File: config.mk
export PLATFORM = sky130hd
export DESIGN_NAME = uart_tx
export DESIGN_NICKNAME = d
export VERILOG_FILES = /design/src/rtl/uart_tx.sv
export SDC_FILE = /design/constraint.sdc
export NUM_CORES = 1
export LEC_CHECK = 0
export ABC_AREA = 1
export BUFFER_PORTS_ARGS = -buffer_cell sky130_fd_sc_hd__buf_2
export CAP_MARGIN = 20
export CELL_PAD_IN_SITES_DETAIL_PLACEMENT = 0
export CELL_PAD_IN_SITES_GLOBAL_PLACEMENT = 1
export CORE_AREA = 2 2 53 55
export DETAILED_ROUTE_END_ITERATION = 16
export DIE_AREA = 0 0 55 57
export PLACE_DENSITY_LB_ADDON = 0.1
export SLEW_MARGIN = 20
export SYNTH_ARGS = -nofsm -noshare
export SYNTH_HDL_FRONTEND = slang
export SYNTH_SLANG_ARGS = --single-unit
File: constraint.sdc
create_clock -name clk -period 1.85 [get_ports clk]
set_input_delay 0.185 -clock clk [delete_from_list [all_inputs] [get_ports clk]]
set_output_delay 0.185 -clock clk [all_outputs]
set_load 0.02 [all_outputs]
File: src/rtl/uart_tx.sv
// UART transmitter: start bit, DATA_W data bits LSB first, optional parity, 1 or 2 stop bits.
// Define UART_TX_PARITY_EN to compile in the parity bit (PARITY_ODD then selects odd/even).
module uart_tx #(
    parameter int DATA_W     = 8,
    parameter int STOP_BITS  = 1,
    parameter bit PARITY_ODD = 1'b0
) (
    input  logic              clk,
    input  logic              rst,
    input  logic              baud_tick,
    input  logic              tx_valid,
    input  logic [DATA_W-1:0] tx_data,
    output logic              tx_ready,
    output logic              tx_o,
    output logic              tx_busy,
    output logic              tx_done
);

    localparam int CNT_W = (DATA_W > 1) ? $clog2(DATA_W) : 1;
    localparam logic [CNT_W-1:0] CNT_LAST = CNT_W'(DATA_W - 1);
    localparam logic STOP_LAST = (STOP_BITS == 2);

    typedef enum logic [2:0] {
        IDLE   = 3'd0,
        START  = 3'd1,
        DATA   = 3'd2,
        STOP   = 3'd3
`ifdef UART_TX_PARITY_EN
        , PARITY = 3'd4
`endif
    } state_t;

    state_t            state, state_n;
    logic [DATA_W-1:0] shift, shift_n;
    logic [CNT_W-1:0]  cnt, cnt_n;
    logic              stop_cnt, stop_cnt_n;
    logic              pending, pending_n;
    logic              line, line_n;
    logic              done;
`ifdef UART_TX_PARITY_EN
    logic              par, par_n;
`endif

    always_ff @(posedge clk) begin
        if (rst) begin
            state    <= IDLE;
            shift    <= '0;
            cnt      <= '0;
            stop_cnt <= 1'b0;
            pending  <= 1'b0;
            line     <= 1'b1;
`ifdef UART_TX_PARITY_EN
            par      <= 1'b0;
`endif
        end else begin
            state    <= state_n;
            shift    <= shift_n;
            cnt      <= cnt_n;
            stop_cnt <= stop_cnt_n;
            pending  <= pending_n;
            line     <= line_n;
`ifdef UART_TX_PARITY_EN
            par      <= par_n;
`endif
        end
    end

    // The line value for the next bit interval is registered on the ticking edge,
    // so every bit is held for exactly one tick-to-tick interval.
    always_comb begin
        state_n    = state;
        shift_n    = shift;
        cnt_n      = cnt;
        stop_cnt_n = stop_cnt;
        pending_n  = pending;
        line_n     = line;
        done       = 1'b0;
`ifdef UART_TX_PARITY_EN
        par_n      = par;
`endif
        case (state)
            IDLE: begin
                line_n = 1'b1;
                if (tx_valid && !pending) begin
                    shift_n   = tx_data;
                    pending_n = 1'b1;
`ifdef UART_TX_PARITY_EN
                    par_n     = (^tx_data) ^ PARITY_ODD;
`endif
                end else if (pending && baud_tick) begin
                    state_n = START;
                    line_n  = 1'b0;
                end
            end
            START: begin
                if (baud_tick) begin
                    state_n = DATA;
                    cnt_n   = '0;
                    line_n  = shift[0];
                    shift_n = shift >> 1;
                end
            end
            DATA: begin
                if (baud_tick) begin
                    if (cnt == CNT_LAST) begin
`ifdef UART_TX_PARITY_EN
                        state_n    = PARITY;
                        line_n     = par;
`else
                        state_n    = STOP;
                        stop_cnt_n = 1'b0;
                        line_n     = 1'b1;
`endif
                    end else begin
                        cnt_n   = cnt + 1'b1;
                        line_n  = shift[0];
                        shift_n = shift >> 1;
                    end
                end
            end
`ifdef UART_TX_PARITY_EN
            PARITY: begin
                if (baud_tick) begin
                    state_n    = STOP;
                    stop_cnt_n = 1'b0;
                    line_n     = 1'b1;
                end
            end
`endif
            STOP: begin
                line_n = 1'b1;
                if (baud_tick) begin
                    if (stop_cnt == STOP_LAST) begin
                        done      = 1'b1;
                        pending_n = 1'b0;
                        state_n   = IDLE;
                    end else begin
                        stop_cnt_n = 1'b1;
                    end
                end
            end
            default: begin
                state_n   = IDLE;
                line_n    = 1'b1;
                pending_n = 1'b0;
            end
        endcase
    end

    // tx_done marks the ticking cycle itself; pending clears on that edge, so ready follows a cycle later.
    assign tx_done  = done && !rst;
    assign tx_ready = (state == IDLE) && !pending;
    assign tx_busy  = pending || (state != IDLE);
    assign tx_o     = line;

endmodule
* Word-level counts from Yosys, hierarchy flattened
Cells that the tools add are included.
Storage, ports and cells: register bits 17, input port bits 12, output and inout port bits 4, word-level logic and storage cells 75
Operators by class: add/subtract/negate cells 1, equality and inequality tests 13, multiplexer cells 35, bitwise logic cells 1, reduce and logical (&&, ||, !) cells 19
Operator list (count):
- 8-bit two-way mux | 4
- 3-bit two-way mux | 10
- 8-bit case mux with 3 select lines | 1
- 2-bit != test, second input constant | 9
- 1-bit two-way mux | 15
- 3-bit case mux with 4 select lines | 1
- 4-bit AND reduction | 3
- 7-bit AND reduction | 1
- 3-bit by 2-bit == test with 1-bit output, second input constant | 2
- 1-bit case mux with 3 select lines | 2
- 3-bit case mux with 2 select lines | 1
- 3-bit nonzero test | 2
- 5-bit AND reduction | 1
- 1-bit logical AND | 4
- 2-bit nonzero test | 2
- 3-bit by 1-bit adder with 3-bit output, second input constant | 1
- 3-bit by 1-bit == test with 1-bit output, second input constant | 1
- 3-bit == test, second input constant | 1
- 3-bit zero test | 1
- 1-bit zero test | 2
- 1-bit case mux with 2 select lines | 1
- 2-bit AND reduction | 1
- 2-bit OR reduction | 1
- 1-bit logical OR | 1
- 1-bit inverter | 1

* Depth between registers and ports, before layout
Gate-level depths: netlist (run 1).
depth in word-level cells 4, depth in mapped cells 10

* Worst setup path after synthesis (run 1)
OpenSTA, ideal clock, no wires.
path type register to register, from reg state[0], to reg pending, arrival 1288 ps, required time 1731 ps, slack 443 ps, stages on the path, launching flop included 8, path through dfxtp_1 inv_1 ha_1 inv_1 buf_2 nand2_1 o21ai_0 a21oi_1
Between the ends: word-level cells in the longest chain between the ends 4, elaborated cells between the ends (all ways) 11, those cells by class eq/ne (6); mux (1); bitwise (1); reduce/logical (3)
RTL lines:
- from (decl) | RTL line 33 | state_t state, state_n;
- from (signal assigned) | RTL line 56 | state <= state_n;
- 3-bit by 2-bit == test with 1-bit output or 3-bit by 1-bit == test with 1-bit output (tied branches) | RTL line 81 | case (state)
- 2-bit OR reduction (no source line)
- 1-bit inverter (no source line)
- 4-bit AND reduction (no source line)
- to (signal assigned) | RTL line 60 | pending <= pending_n;
- to (decl) | RTL line 37 | logic pending, pending_n;
Parallel ways exist; a longest one is shown, timed or not. A chain may end at the register's enable or synchronous reset.

* Worst setup path in the final report (run 1)
from reg state[0], to reg shift[2]
Between the ends: word-level cells in the longest chain between the ends 3, elaborated cells between the ends (all ways) 10, those cells by class eq/ne (6); mux (1); reduce/logical (3)
RTL lines:
- 3-bit by 2-bit == test with 1-bit output (tied with other cells) | RTL line 81
- 2-bit != test (no source line) or 3-bit nonzero test (tied branches)
- 5-bit AND reduction (no source line)
- to (signal assigned) | RTL line 57 | shift <= shift_n;
- to (decl) | RTL line 34 | logic [DATA_W-1:0] shift, shift_n;
Parallel ways exist; a longest one is shown, timed or not.

==> results of run 1 <==
-- per-layer routing --
metal  wire length [microns]  GRT usage (%)  vias up
met5                       0              0        -
met4                      16          6.272        0
met3                      68          2.880        2
met2                     868          22.62       10
met1                     990          18.43      359
li1                        -              -      464
-- worst paths after layout --
check	cells after the start	startpoint	to
max	6	state[0]$_SDFFE_PP0P_	shift[2]$_SDFFE_PP0P_
min	2	rst	shift[7]$_SDFFE_PP0P_
max reg2reg	6	state[0]$_SDFFE_PP0P_	shift[2]$_SDFFE_PP0P_
min reg2reg	2	shift[7]$_SDFFE_PP0P_	shift[7]$_SDFFE_PP0P_
-- power by group through the flow --
stage                     Clock (mW)  Combinational [mW]  Sequential [mW]
after floorplan                    0               0.948            0.516
after global placement             0                1.11            0.513
after detailed placement           0                1.13            0.521
after CTS                      0.211                1.13            0.513
after global routing           0.233                1.31            0.527
final                          0.200                1.12            0.511
-- cell families after synthesis --
kind of cell | count (synthesis)
AO/OA/AOI/OAI | 16
AND/OR/NAND/NOR | 80
buffers and inverters | 23
flip-flops | 15
adder cells (fa/ha/maj) | 7
-- flip-flops by register name, summed over array words and instances, names as in the netlist --
register,cells
shift,8
cnt,3
tx_o,1
pending,1
state,2
-- layout by cell type, fill, tap and decap left out --
cell / n
nand2_1: 40
nor2_1: 26
inv_1: 20
dfxtp_1: 15
buf_2: 15
o21ai_0: 11
ha_1: 7
nand2_2: 6
nand3_1: 6
a21oi_1: 4
clkbuf_4: 3
nand3_4: 1
nand4_1: 1
a21oi_2: 1
clkbuf_1: 1
-- per-stage QoR --
| step | setup WS [ns] | util, % | total power, mW | hold WS, ns |
|---|---|---|---|---|
| 2_1_floorplan | 0.4428 | - | 1.463 | 0.2474 |
| 3_3_place_gp | 0.3222 | 38.23 | 1.627 | 0.4478 |
| 3_5_place_dp | 0.2688 | 38.23 | 1.647 | 0.4481 |
| 4_1_cts | 0.2471 | 39.23 | 1.858 | 0.1316 |
| 5_1_grt | 0.04956 | 39.23 | 2.069 | 0.1265 |
| 6_report | 0.2225 | 39.23 | 1.829 | 0.1386 |
-- area by class of cell --
type	instances	area, sq um	share of cell area [%]
clock buffer	4	26.28	2.561
multi-input combinational	103	510.5	49.76
tap	31	38.79	3.781
sequential	15	300.3	29.27
timing repair buffer	15	75.07	7.317
inverter	20	75.07	7.317
-- synthesized netlist by cell type --
cell type,count,area [sq um]
dfxtp_1,15,300.3
a21oi_1,4,20.02
a21oi_2,1,8.760
nand3_1,6,30.03
o21ai_0,11,55.05
nand3_4,1,17.52
nand2_2,6,37.54
buf_6,1,11.26
buf_2,2,10.01
nor2_1,26,97.59
nand4_1,1,6.260
nand2_1,40,150.1
inv_1,20,75.07
ha_1,7,87.58
==> out/results.ini, run 1 <==
[run_status]
status=completed

[placed_design]
place_hpwl_mm=1.447
gp_congestion=0.7428
place_inst=184
io_buffers=15
placed_area_sq_um=999.7

[routing]
dr.pass1.iters=4
routed_wirelength_mm=1.943
vias_per_cell=4.441
drtIter0Drc=13
ant_nets=0
routedWlPerCell_microns=10.34
drc_errors=0
routed-via-count=835

[global_routing]
grt_pass1_wl_mm=3.208
gr-total-overflow=0
grt_max_degree=16
antenna_found_initial=0
track_usage_pct=14.29
grt_pass1_vias=784

[clocking]
cts-htree-levels=1
cts_resized=0
cts-buffers-inserted=3
post_cts_buffers=0
clk_pin_slew_ns=0.10
cts_buffer_depth=2
clkLatencyLatePin_ns=0.28
hold_buffers=0
cts_tree=built
cts_root_buffer=clkbuf_4
cts_sinks=15

[worst_setup_path]
crit_fanout=15
cp_num_buf_inv=2
crit_chain=inv_1 > ha_1 > inv_1 > o21ai_0 > nor2_1 > nor2_1
regToRegSetupSlack_ns=0.22
cpLargestDelayFamily=buffers and inverters
crit_arrival_ns=1.82
cp_slowest_stage_delay_ns=0.39
end_kind=register
crit_slowest_cell=dfxtp_1
cp.required_ns=2.04
critical_path_class=register to register
critPathLaunchType=register

[timing]
slew_viol_final=0
totalNegativeSetupSlack_ns=0
fin_crit_sh_pct=87.97
slew_headroom_pct=72.00
rsz0062_at_grt=no
finalSetupViolCount=0
clock_skew_ns=0.001457
maxClockFrequency_ghz=0.6144
worstMarginPinSlew_ns=0.4196
min_period_ns=1.627
hold_violations=0

[pwr]
power_density_nw_per_um2=1783
power.internal_mw=0.9035
p_leak_nw=0.5448
power.switching_mw=0.9258
swShare_pct=50.61
pwr-share-seq_pct=27.9
clkPwrFrac_pct=11.0
vdd_drop_max_mv=0.8258
pwr-share-comb_pct=61.1

[layout]
final_cells=188
nNetsFinal=177
drive_above_1_share_pct=16.56
area_growth_pct=13.10
fillers=298
diodes=0
design_area_sq_um=1026

[yosys]
yosys.area_share.simple_pct=37.38
syn_area_per_cell_sq_um=6.433
synth_seq_area_share_pct=33.10
synth_mux_area_share_pct=0
syn_area_sq_um=907.1
synth_compound_area_share_pct=9.241
synth_cell_type_count=14
synth_top_family_by_area=simple AND/OR/NAND/NOR gates
synth-seq-cells=15
yosysWarnings=0
synth-xor-area-share_pct=0
syn_nets=160
synthAdderAreaFrac_pct=9.655
syn_inst=141

[floorplan]
rows=19
io_pins=16
die-area_sq_um=3135
core_area_sq_um=2615
start_util_pct=34.69
die_x_microns=55
fp.dieH_microns=57

[job]
maxCapViolations=0

[hold_path]
hp-class=input pin to register

Note: power is estimated with default switching activity, not from simulation.
==> run 2: changes to the inputs <==
--- a/config.mk
+++ b/config.mk
@@ -10,9 +10,9 @@
 export CAP_MARGIN = 20
 export CELL_PAD_IN_SITES_DETAIL_PLACEMENT = 0
 export CELL_PAD_IN_SITES_GLOBAL_PLACEMENT = 1
-export CORE_AREA = 2 2 53 55
+export CORE_AREA = 2 2 51 53
 export DETAILED_ROUTE_END_ITERATION = 16
-export DIE_AREA = 0 0 55 57
+export DIE_AREA = 0 0 53 55
 export PLACE_DENSITY_LB_ADDON = 0.1
 export SLEW_MARGIN = 20
 export SYNTH_ARGS = -nofsm -noshare
==> constraint.sdc (replaced) <==
create_clock -name clk -period 2 [get_ports clk]
set_input_delay 0.2 -clock clk [delete_from_list [all_inputs] [get_ports clk]]
set_output_delay 0.2 -clock clk [all_outputs]
set_load 0.02 [all_outputs]
==> run 2 against run 1 <==
Sequential power is 8.2% lower. Via count is 1.8% lower. Worst setup slack better by 0.21 ns. Worst hold slack better by 0.0015 ns. Register-to-register slack better by 0.21 ns. Combinational power is 8% lower. Clock power is 11% lower. Global-route usage is 0.50 points lower. Utilization is 4.1 points higher. Critical endpoint is now shift[1]$_SDFFE_PP0P_. Highest routed layer unchanged.
==> out/results.ini, run 2 (synthesized netlist as in run 1, its figures left out) <==
[timing]
totalNegativeSetupSlack_ns=0  ; unchanged
slew_headroom_pct=72.16  ; was 72.00%
min_period_ns=1.570  ; was 1.627 ns
worstMarginPinSlew_ns=0.4171  ; was 0.4196 ns
finalSetupViolCount=0  ; unchanged
maxClockFrequency_ghz=0.6369  ; was 0.6144 GHz
fin_crit_sh_pct=78.51  ; was 87.97%
hold_violations=0  ; unchanged
slew_viol_final=0  ; unchanged
clock_skew_ns=0.006653  ; was 0.001457 ns
rsz0062_at_grt=no  ; unchanged

[job]
maxCapViolations=0  ; unchanged

[worst_setup_path]
cp_slowest_stage_delay_ns=0.39  ; about the same
cp.required_ns=2.18  ; was 2.04 ns
crit_arrival_ns=1.75  ; was 1.82 ns
critical_path_class=register to register  ; unchanged
crit_fanout=15  ; unchanged
crit_slowest_cell=dfxtp_1  ; unchanged
critPathLaunchType=register  ; unchanged
end_kind=register  ; unchanged
cp_num_buf_inv=2  ; unchanged
r2r_start=state[0]$_SDFFE_PP0P_  ; unchanged
critPathLaunch=state[0]$_SDFFE_PP0P_  ; unchanged
crit_chain=inv_1 > ha_1 > inv_1 > o21ai_0 > nor2_1 > nor2_1  ; unchanged
regToRegSetupSlack_ns=0.43  ; was 0.22 ns
cpLargestDelayFamily=flip-flops  ; was buffers and inverters

[layout]
layout_commonest_cell=nand2_1  ; unchanged
top_regs=shift x8, cnt x3, state x2  ; unchanged
fillers=264  ; was 298
diodes=0  ; unchanged
final_util_pct=43.33  ; was 39.23%
drive_above_1_share_pct=16.56  ; unchanged
area_growth_pct=12.97  ; was 13.10%
regMostFlops=shift  ; unchanged
final_cell_mix=nand2_1, nor2_1, inv_1  ; unchanged
largest_reg_flops=8  ; unchanged
nNetsFinal=177  ; unchanged

[routing]
ant_nets=0  ; unchanged
vias_per_cell=4.385  ; was 4.441
drtIter0Drc=18  ; was 13
dr.pass1.iters=4  ; unchanged
routed-via-count=820  ; was 835
drc_errors=0  ; unchanged
routedWlPerCell_microns=9.374  ; was 10.34 microns
routed_wirelength_mm=1.753  ; was 1.943 mm

[clocking]
post_cts_buffers=0  ; unchanged
cts_buffer_depth=2  ; unchanged
cts-buffers-inserted=3  ; unchanged
clk_pin_slew_ns=0.10  ; about the same
cts_root_buffer=clkbuf_4  ; unchanged
cts_sinks=15  ; unchanged
cts_resized=0  ; unchanged
hold_buffers=0  ; unchanged
cts-htree-levels=1  ; unchanged
cts_tree=built  ; unchanged
clkLatencyLatePin_ns=0.28  ; about the same

[global_routing]
grt_max_degree=16  ; unchanged
gr-total-overflow=0  ; unchanged
track_usage_pct=13.80  ; was 14.29%
antenna_found_initial=0  ; unchanged
grt_pass1_wl_mm=2.849  ; was 3.208 mm
grt_pass1_vias=662  ; was 784

[floorplan]
start_util_pct=38.36  ; was 34.69%
fp.dieH_microns=55  ; was 57 microns
die_x_microns=53  ; was 55 microns
rows=18  ; was 19
die-area_sq_um=2915  ; was 3135 sq um
io_pins=16  ; unchanged
core_area_sq_um=2365  ; was 2615 sq um

[pwr]
pwr-share-comb_pct=61.3  ; was 61.1%
power.internal_mw=0.8364  ; was 0.9035 mW
pwr-share-seq_pct=28.0  ; was 27.9%
p_leak_nw=0.5448  ; unchanged
power_density_nw_per_um2=1633  ; was 1783 nW/um^2
clkPwrFrac_pct=10.7  ; was 11.0%
vdd_drop_max_mv=0.7351  ; was 0.8258 mV
power.switching_mw=0.8372  ; was 0.9258 mW
swShare_pct=50.02  ; was 50.61%

[placed_design]
gp_congestion=0.8268  ; was 0.7428
place_hpwl_mm=1.335  ; was 1.447 mm
io_buffers=15  ; unchanged

[hold_path]
hp-start=rst  ; unchanged
hp-class=input pin to register  ; unchanged

[run_status]
status=completed  ; unchanged

## run 2: worst register-to-register path: cells and delay by family (launching register included)
kind	cells	cell delay [ns]
DFF	1	0.39
buffers and inverters	2	0.39
adders and majority gates	1	0.34
and+or+nand+nor	2	0.18
AOI/OAI and AO/OA	1	0.17
## run 2: final cells by class
class / instances / area, sq um / share of cell area [%]
Multi-Input combinational cell: 103 / 510.5 / 49.82
Sequential cell: 15 / 300.3 / 29.30
Inverter: 20 / 75.07 / 7.326
Clock buffer: 4 / 26.28 / 2.564
Timing Repair Buffer: 15 / 75.07 / 7.326
Tap cell: 30 / 37.54 / 3.663
## run 2: routing by layer
layer / up-vias / global-route usage [%] / part of all wire [%]
met2: 20 / 20.83 / 45
li1: 466 / - / -
met5: - / 0 / 0
met1: 332 / 18.76 / 49
met3: 2 / 2.957 / 4.8
met4: 0 / 6.410 / 0.57
## run 2: power groups by stage
stage / Sequential (mW) / Combinational (mW) / Clock (mW)
2_1_floorplan: 0.477 / 0.876 / 0
3_3_place_gp: 0.474 / 1.02 / 0
3_5_place_dp: 0.479 / 1.04 / 0
4_1_cts: 0.471 / 1.04 / 0.190
5_1_grt: 0.487 / 1.20 / 0.204
6_report: 0.469 / 1.03 / 0.179
## run 2: path summary, 6_finish.rpt
path / endpoint / depth (start not counted)
min: shift[7]$_SDFFE_PP0P_ / 2
min reg2reg: shift[7]$_SDFFE_PP0P_ / 2
max: shift[1]$_SDFFE_PP0P_ / 6
max reg2reg: shift[1]$_SDFFE_PP0P_ / 6
## run 2: metrics by stage
| step | instance area, sq um | hold slack, ns | cells | setup WS [ns] | power (mW) |
|---|---|---|---|---|---|
| CTS | 1025 | 0.1334 | 187 | 0.4190 | 1.701 |
| finish | 1025 | 0.1401 | 187 | 0.4298 | 1.674 |
| floorplan | 907.1 | 0.2624 | 141 | 0.5928 | 1.354 |
| detailed placement | 998.5 | 0.4503 | 183 | 0.4477 | 1.514 |
| global placement | 998.5 | 0.4548 | 183 | 0.4812 | 1.498 |
| global route | 1025 | 0.1408 | 187 | 0.2181 | 1.888 |
==> run 3: changes to the inputs <==
--- a/config.mk
+++ b/config.mk
@@ -10,9 +10,9 @@
 export CAP_MARGIN = 20
 export CELL_PAD_IN_SITES_DETAIL_PLACEMENT = 0
 export CELL_PAD_IN_SITES_GLOBAL_PLACEMENT = 1
-export CORE_AREA = 2 2 51 53
+export CORE_AREA = 2 2 53 55
 export DETAILED_ROUTE_END_ITERATION = 16
-export DIE_AREA = 0 0 53 55
+export DIE_AREA = 0 0 55 57
 export PLACE_DENSITY_LB_ADDON = 0.1
 export SLEW_MARGIN = 20
 export SYNTH_ARGS = -nofsm -noshare
==> constraint.sdc (replaced) <==
create_clock -name clk -period 1.5 [get_ports clk]
set_input_delay 0.15 -clock clk [delete_from_list [all_inputs] [get_ports clk]]
set_output_delay 0.15 -clock clk [all_outputs]
set_load 0.02 [all_outputs]
==> run 3 against run 2 <==
Largest cell class unchanged. First-iteration DRC count stayed put. Non-clock buffer count is 3 higher. Critical path type unchanged. Largest power group unchanged. Utilization is 0.70 points lower. Critical path depth is 2 higher. Sequential share of layout area is 2.1 points lower.
==> out/results.ini, run 3 (synthesized netlist as in run 1, its figures left out) <==
[run_status]
status=completed  ; unchanged

[worst_setup_path]
cp_slowest_stage_delay_ns=0.34  ; was 0.39 ns
crit_chain=ha_1 > ha_2 > nand2_2 > nand2_2 > nor2_1 > o21ai_0 > nand2_1 > nor2_1  ; was inv_1 > ha_1 > inv_1 > o21ai_0 > nor2_1 > nor2_1
crit_slowest_cell=dfxtp_2  ; was dfxtp_1
crit_arrival_ns=1.60  ; was 1.75 ns
crit_fanout=4  ; was 15
end_kind=register  ; unchanged
cp_num_buf_inv=0  ; was 2
cpLargestDelayFamily=simple AND/OR/NAND/NOR gates  ; was flip-flops
critPathLaunchType=register  ; unchanged
cp.required_ns=1.69  ; was 2.18 ns
critical_path_class=register to register  ; unchanged

[clocking]
cts-buffers-inserted=3  ; unchanged
cts_sinks=15  ; unchanged
cts_root_buffer=clkbuf_4  ; unchanged
cts_resized=0  ; unchanged
cts_buffer_depth=2  ; unchanged
hold_buffers=0  ; unchanged
cts-htree-levels=1  ; unchanged
cts_tree=built  ; unchanged
post_cts_buffers=0  ; unchanged
clk_pin_slew_ns=0.10  ; about the same
clkLatencyLatePin_ns=0.29  ; was 0.28 ns

[routing]
routedWlPerCell_microns=10.26  ; was 9.374 microns
routed-via-count=841  ; was 820
routed_wirelength_mm=1.970  ; was 1.753 mm
vias_per_cell=4.380  ; was 4.385
drc_errors=0  ; unchanged
dr.pass1.iters=4  ; unchanged
ant_nets=0  ; unchanged
drtIter0Drc=18  ; unchanged

[layout]
design_area_sq_um=1115  ; was 1025 sq um
layout_commonest_cell=nand2_1  ; unchanged
diodes=0  ; unchanged
drive_above_1_share_pct=24.22  ; was 16.56%
final_cell_mix=nand2_1, nor2_1, inv_1  ; unchanged
seqCellArea_sq_um=302.8  ; was 300.3 sq um
fillers=296  ; was 264
final_cells=192  ; was 187
top_regs=shift x8, cnt x3, state x2  ; unchanged
area_growth_pct=22.90  ; was 12.97%
multi_input_area_sq_um=560.5  ; was 510.5 sq um
nNetsFinal=181  ; was 177
regMostFlops=shift  ; unchanged
largest_reg_flops=8  ; unchanged

[global_routing]
grt_pass1_vias=708  ; was 662
track_usage_pct=13.13  ; was 13.80%
grt_max_degree=16  ; unchanged
gr-total-overflow=0  ; unchanged
antenna_found_initial=0  ; unchanged
grt_pass1_wl_mm=2.987  ; was 2.849 mm

[timing]
setup_ws_ns=0.08436  ; was 0.4298 ns
clock_skew_ns=0.005412  ; was 0.006653 ns
min_period_ns=1.416  ; was 1.570 ns
slew_viol_final=0  ; unchanged
slew_headroom_pct=72.64  ; was 72.16%
fin_crit_sh_pct=94.38  ; was 78.51%
worstMarginPinSlew_ns=0.4099  ; was 0.4171 ns
maxClockFrequency_ghz=0.7064  ; was 0.6369 GHz
hold_violations=0  ; unchanged
rsz0062_at_grt=yes  ; was no
finalSetupViolCount=0  ; unchanged

[floorplan]
die_x_microns=55  ; was 53 microns
start_util_pct=34.69  ; was 38.36%
fp.dieH_microns=57  ; was 55 microns
io_pins=16  ; unchanged
rows=19  ; was 18
die-area_sq_um=3135  ; was 2915 sq um
core_area_sq_um=2615  ; was 2365 sq um

[placed_design]
dp_slack_ns=0.03509  ; was 0.4477 ns
place_inst=187  ; was 183
io_buffers=15  ; unchanged
placed_area_sq_um=1035  ; was 998.5 sq um
place_hpwl_mm=1.379  ; was 1.335 mm
gp_congestion=0.7977  ; was 0.8268

[pwr]
power_density_nw_per_um2=2308  ; was 1633 nW/um^2
p_leak_nw=0.5803  ; was 0.5448 nW
power_mw=2.573  ; was 1.674 mW
vdd_drop_max_mv=1.075  ; was 0.7351 mV

[job]
maxCapViolations=0  ; unchanged

[hold_path]
hp-class=input pin to register  ; unchanged

-- run 3: worst reg2reg max path, cell delays in order (launching register included) --
cell,delay (ns)
dfxtp_2,0.34
ha_1,0.20
ha_2,0.18
nand2_2,0.08
nand2_2,0.08
nor2_1,0.21
o21ai_0,0.13
nand2_1,0.07
nor2_1,0.04
-- run 3: cell type report --
type | instances | share of cell area [%]
multi-input combinational | 104 | 50.28
sequential | 15 | 27.16
timing repair buffer | 18 | 9.877
inverter | 20 | 6.734
tap | 31 | 3.479
clock buffer | 3 | 2.020
clock inverter | 1 | 0.4489
-- run 3: where the power goes --
part,internal [mW],switching [mW],leakage (nW),total [mW]
sequential,0.562,0.0668,0.124,0.629
clock,0.0990,0.142,0.0177,0.241
combinational,0.662,1.04,0.438,1.70
total,1.32,1.25,0.580,2.57
-- run 3: path summary, 6_finish.rpt --
kind                             from                     to  slack, ns  cells past startpoint
hold reg to reg   cnt[1]$_SDFFE_PP0P_    cnt[1]$_SDFFE_PP0P_       0.50                      2
setup / recovery  cnt[0]$_SDFFE_PP0P_    cnt[0]$_SDFFE_PP0P_       0.08                      8
hold / removal                    rst  shift[7]$_SDFFE_PP0P_       0.08                      2
setup reg to reg  cnt[0]$_SDFFE_PP0P_    cnt[0]$_SDFFE_PP0P_       0.08                      8
-- run 3: stage by stage --
stage | setup TNS [ns] | util [%] | hold slack (ns)
global route | -0.06527 | 42.63 | 0.07858
detailed placement | 0 | 39.57 | 0.3898
global placement | 0 | 39.57 | 0.3926
CTS | 0 | 40.62 | 0.06450
finish | 0 | 42.63 | 0.07755
floorplan | 0 | - | 0.2124
-- run 3: per-layer routing --
metal  vias up  share of wire [%]  track usage, %
li1        473                  -               -
met1       358                 51           17.69
met2         8                 45           19.22
met3         2                3.3           2.618
met4         0               0.86           7.317
met5         -                  0               0
